**config.mk**
```make
export PLATFORM = sky130hd
export DESIGN_NAME = dsp_mul32_seq
export DESIGN_NICKNAME = d
export VERILOG_FILES = /design/src/rtl/dsp_pkg.sv /design/src/rtl/dsp_mul32_seq.sv
export SDC_FILE = /design/constraint.sdc
export NUM_CORES = 1
export LEC_CHECK = 0
export CORE_MARGIN = 2
export CORE_UTILIZATION = 30
export CTS_BUF_LIST = sky130_fd_sc_hd__clkbuf_4 sky130_fd_sc_hd__clkbuf_8 sky130_fd_sc_hd__clkbuf_16
export DETAILED_ROUTE_END_ITERATION = 8
export PLACE_DENSITY_LB_ADDON = 0.3
export SYNTH_ARGS = -nofsm -noshare
export SYNTH_HDL_FRONTEND = slang
export SYNTH_SLANG_ARGS = --single-unit
```
**constraint.sdc**
```tcl
create_clock -name clk -period 5.95 [get_ports clk]
set_input_delay 0.8925 -clock clk [delete_from_list [all_inputs] [get_ports clk]]
set_output_delay 0.8925 -clock clk [all_outputs]
set_load 0.05 [all_outputs]
```
**src/rtl/dsp_pkg.sv**
```systemverilog
// Shared definitions for the dsp req/resp port and the sequential 32x32 multiplier
// that drives it.
package dsp_pkg;

  localparam logic [31:0] DSP_CMD_MUL24   = 32'd0;
  localparam logic [31:0] DSP_CMD_MUL16X2 = 32'd2;

  localparam int unsigned HALF_W = 16;

  typedef enum logic [1:0] {
    SEQ_IDLE,
    SEQ_MUL,
    SEQ_CORR,
    SEQ_DONE
  } seq_state_t;

  typedef logic [1:0] seq_step_t;

  localparam seq_step_t STEP_LAST = 2'd3;

endpackage

```
**src/rtl/dsp_mul32_seq.sv**
```systemverilog
// 32x32 multiply initiator: splits each job into four 16x16 partials on the dsp port,
// accumulates them into 64 bits and applies a two's-complement fix-up for signed jobs.
module dsp_mul32_seq
  import dsp_pkg::*;
#(
  parameter logic [31:0] CMD_MUL24 = DSP_CMD_MUL24,
  parameter bit          SIGNED_EN = 1'b1
) (
  input  logic        clk,
  input  logic        reset,
  input  logic        in_valid,
  output logic        in_ready,
  input  logic [31:0] in_a,
  input  logic [31:0] in_b,
  input  logic        in_signed,
  output logic        out_valid,
  input  logic        out_ready,
  output logic [63:0] out_result,
  output logic [31:0] req_command,
  output logic [31:0] req_in_1,
  output logic [31:0] req_in_2,
  input  logic [63:0] resp_result
);

  seq_state_t  state;
  seq_step_t   step;
  logic [63:0] acc;
  logic [31:0] a_r;
  logic [31:0] b_r;
  logic        sgn;

  // Only the low word of the dsp result is meaningful for 16x16 partials.
  logic [31:0] partial;
  logic        unused_resp_hi;

  assign partial        = resp_result[31:0];
  assign unused_resp_hi = ^resp_result[63:32];
  assign req_command    = CMD_MUL24;

  // Weight a partial by its position: lo*lo at 0, the cross terms at 16, hi*hi at 32.
  function automatic logic [63:0] align_partial(input seq_step_t s, input logic [31:0] p);
    logic [63:0] r;
    case (s)
      2'd0:    r = {32'h0, p};
      2'd1,
      2'd2:    r = {16'h0, p, 16'h0};
      default: r = {p, 32'h0};
    endcase
    return r;
  endfunction

  // Unsigned product minus this term equals the signed product modulo 2^64.
  function automatic logic [63:0] sign_corr(input logic [31:0] a, input logic [31:0] b);
    logic [63:0] ca;
    logic [63:0] cb;
    ca = a[31] ? {b, 32'h0} : 64'h0;
    cb = b[31] ? {a, 32'h0} : 64'h0;
    return ca + cb;
  endfunction

  // Operand halves come from the latched job only; step[0] picks a's half, step[1] picks b's.
  always_comb begin
    req_in_1 = 32'h0;
    req_in_2 = 32'h0;
    if (state == SEQ_MUL) begin
      req_in_1 = {16'h0, step[0] ? a_r[31:HALF_W] : a_r[HALF_W-1:0]};
      req_in_2 = {16'h0, step[1] ? b_r[31:HALF_W] : b_r[HALF_W-1:0]};
    end
  end

  always_ff @(posedge clk or negedge reset) begin
    if (!reset) begin
      state      <= SEQ_IDLE;
      step       <= 2'd0;
      acc        <= 64'h0;
      a_r        <= 32'h0;
      b_r        <= 32'h0;
      sgn        <= 1'b0;
      in_ready   <= 1'b0;
      out_valid  <= 1'b0;
      out_result <= 64'h0;
    end else begin
      case (state)
        SEQ_IDLE: begin
          if (in_valid && in_ready) begin
            a_r      <= in_a;
            b_r      <= in_b;
            sgn      <= in_signed & SIGNED_EN;
            acc      <= 64'h0;
            step     <= 2'd0;
            in_ready <= 1'b0;
            state    <= SEQ_MUL;
          end else begin
            in_ready <= 1'b1;
          end
        end
        SEQ_MUL: begin
          acc  <= acc + align_partial(step, partial);
          step <= step + 2'd1;
          if (step == STEP_LAST) begin
            state <= SEQ_CORR;
          end
        end
        SEQ_CORR: begin
          out_result <= sgn ? (acc - sign_corr(a_r, b_r)) : acc;
          acc        <= sgn ? (acc - sign_corr(a_r, b_r)) : acc;
          out_valid  <= 1'b1;
          state      <= SEQ_DONE;
        end
        SEQ_DONE: begin
          if (out_valid && out_ready) begin
            out_valid <= 1'b0;
            in_ready  <= 1'b1;
            state     <= SEQ_IDLE;
          end
        end
        default: begin
          state <= SEQ_IDLE;
        end
      endcase
    end
  end

endmodule

```
==> summary.md <==
| Metric | Value |
|---|---|
| Outcome | complete, no violations |
| Min Tclk post-route | 4780 ps |
| Most common cell after layout, fill and taps aside | dfrtp_1 |
| Drt first-iter violations | 992 |
| Top_reg_cell synth | dfrtp_1 |
| Post-CTS Hold Buffers | 0 |
| Global-route wire length before repair | 74800 um |
| Setup TNS | 0 ps |
| Fmax | 209 MHz |
| Synth Cell Area | 15700 um2 |
| H-tree depth | 4 |
| DIE HEIGHT | 233 um |
| Worst EP required | 6290 ps |
| Mean routed wirelength per cell | 18.9 um |
| Worst hold path type | input pin to async pin |
| Postcts setup bufs | 0 |
| Bufs on Longest Clock Path | 2 |
| FF-to-FF setup slack | 1170 ps |
| Placeable Area | 51500 um2 |
| TritonCTS clock tree | done |
| Initial core utilization | 30.5% |
| Vias per std cell | 4.99 |
| Vias after detailed routing | 12900 |
| PortBufs | 198 |
| Sequential area share after synthesis | 31.7% |
| Post-CTS sizing | 0 |
| Path depth of the worst reg2reg path | 16 |
| Critical path peak fanout | 17 |
| Most frequent CP cell | ha_1 |
| GRT Residual Overflow | 0 |
| Worst path slowest cell | nor2b_2 |
| Post-Syn Area per Cell | 8.99 um2 |
| Post-DP HPWL | 38900 um |
| Crit path largest cell delay | 510 ps |
| Max Transition Viols Final | 0 |
| Synth Instances | 1746 |
| Synth top area share | 31.7% |
| Clock latency at the later pin of the worst-skew pair | 500 ps |
| Io pins | 295 |
| RR Startpoint | step[0] |
| Nature of the critical path endpoint | flop |
| Drt pass-1 iters | 5 |
| Crit path DAT | 5110 ps |
| Worst slew pin tran | 1210 ps |
| Cell taking the most area after synthesis | dfrtp_1 |
| Synth Register Bits | 199 |
| Critical-path cell list | ha_1 -> nor2b_2 -> buf_4 -> a22o_1 -> ha_1 -> a21oi_1 -> nor2b_1 -> o2111a_1 -> o22ai_1 -> o221ai_1 -> a41oi_1 -> o21ai_1 -> a221o_1 -> a31oi_1 -> xor2_1 -> o211ai_1 |
| Fin. Hold Viols | 0 |
| Cts bufs inserted | 17 |
| Initial antenna violation count | 0 |
| Setup violations, final | 0 |
| Yosys warns | 0 |
| Unrepaired setup endpoints after global routing | false |
| Fillcell total | 5288 |
| Slew HR | 19.1% |
| Final Routed Wirelength | 48800 um |
| Drc violations | 0 |
| CP startpoint | step[0] |
| Layout cells sized above 1 | 9.04% |
| Total track usage | 18.3% |
| ANT nets after route | 0 |
| Largest cells by area after synthesis | dfrtp_1 32%, ha_1 8.1%, mux2_2 7.4%, fa_1 4.1%, and2_1 4.0% |
| Vias in the first global route | 12700 |
| Worst r2r dst | acc[60] |
| Max-Cap Viols | 0 |
| Async S/R FF share, synth | 100% |
| Total clock sinks | 199 |
| Total die area | 54200 um2 |
| Diode count | 0 |
| Die X | 233 um |
| Fin crit share | 80.3% |
| Final Wtd Congestion | 0.894 |
| Startpoint types | flop |
| Largest net degree at the start of global routing | 133 |
| Fin Clk Skew | 11.4 ps |
| Post-synth EDFFs | 0 |
| # rows | 83 |
| WS Path Type | flop to flop |
| Critical path endpoint | acc[60] |
| Root Driver | clkbuf_16 |
| Clock slew at reported path FFs | 70 ps |
| Count of different cell masters after synthesis | 71 |
| Highest-count cells in the layout ignoring fill and taps | 198 x dfrtp_1, 197 x clkdlybuf4s50_1, 144 x nand2_1 |
| Fin nets | 2156 |
| P&R area growth vs syn | 19.4% |
-- synthesized netlist by cell type, types with 15 or more instances --
| cell | instances |
|---|---|
| o21ai_0 | 100 |
| ha_1 | 101 |
| nand2_1 | 144 |
| dfrtp_1 | 199 |
| nand3_1 | 15 |
| and2_1 | 101 |
| mux2i_1 | 56 |
| clkbuf_1 | 80 |
| a21oi_1 | 119 |
| xnor2_1 | 47 |
| nor2_1 | 119 |
| buf_4 | 64 |
| xor2_1 | 41 |
| a22o_1 | 20 |
| nand4_1 | 20 |
| fa_1 | 32 |
| inv_1 | 119 |
| a21o_1 | 49 |
| mux2_2 | 103 |
-- sequential cells by signal, indices dropped and copies added (netlist names) --
register / flops
out_result: 64
acc: 64
state: 2
out_valid: 1
in_ready: 1
step: 2
b_r: 32
a_r: 32
sgn: 1
-- cell type report --
type                       count  area (um2)  area share (%)
clock buffer                  22         488            2.60
clock inverter                10         141           0.754
inverter                     119         447            2.38
multi-input combinational   1339        9710            51.8
sequential                   199        4980            26.6
tap                          680         851            4.54
timing repair buffer         214        2120            11.3
-- logic make-up (layout without fill, tap and decap cells) --
family,Yosys count,count (layout),share of synthesized area [%]
other,1,64,0.0239
muxes,159,159,11.0
and+or+nand+nor,464,464,14.2
xor gates and xnor gates,88,88,4.91
buffers and inverters,271,365,8.02
adders and majority gates,133,133,12.1
AOI/OAI and AO/OA,431,431,18.0
DFF,199,199,31.7
-- critical path: cells and delay by family, from the launching register on --
kind | cells | cell delay, ps
buffers and inverters | 1 | 340
adder cells (fa/ha/maj) | 2 | 570
AND/OR/NAND/NOR | 2 | 590
AO/OA/AOI/OAI | 10 | 2490
XOR/XNOR | 1 | 210
flip-flops | 1 | 410
-- worst min-delay path by stage --
stage / cells past startpoint / slack (ps) / endpoint
2_1_floorplan: 2 / 470 / acc[10]
3_3_place_gp: 2 / 490 / out_result[42]
3_5_place_dp: 2 / 490 / out_result[42]
4_1_cts: 1 / 390 / out_result[18]
5_1_grt: 1 / 420 / out_result[17]
6_report: 1 / 400 / out_result[18]
-- per-layer routing --
metal	GRT usage [%]	up-vias	wire length (um)	share of wire, %
met1	25.4	6262	23300	48
met5	0	-	0	0
met2	28.4	332	22000	45
met3	3.87	38	2640	5.4
li1	-	6259	-	-
met4	5.06	0	906	1.9
-- stage by stage --
stage                     cell area [um2]  instances  setup slack [ps]  hold WS (ps)  util, %
after detailed placement            18100       2551               944           494     35.2
after CTS                           18700       2583              1170           391     36.4
final                               18700       2583              1170           399     36.4
after global routing                18700       2583               809           425     36.4
after global placement              18100       2551               944           488     35.2
after floorplan                     15900       1809               943           472        -
Power is left out: the tool's default activity adds up to more than one toggle a clock period on the data nets, which glitch-free logic cannot reach.
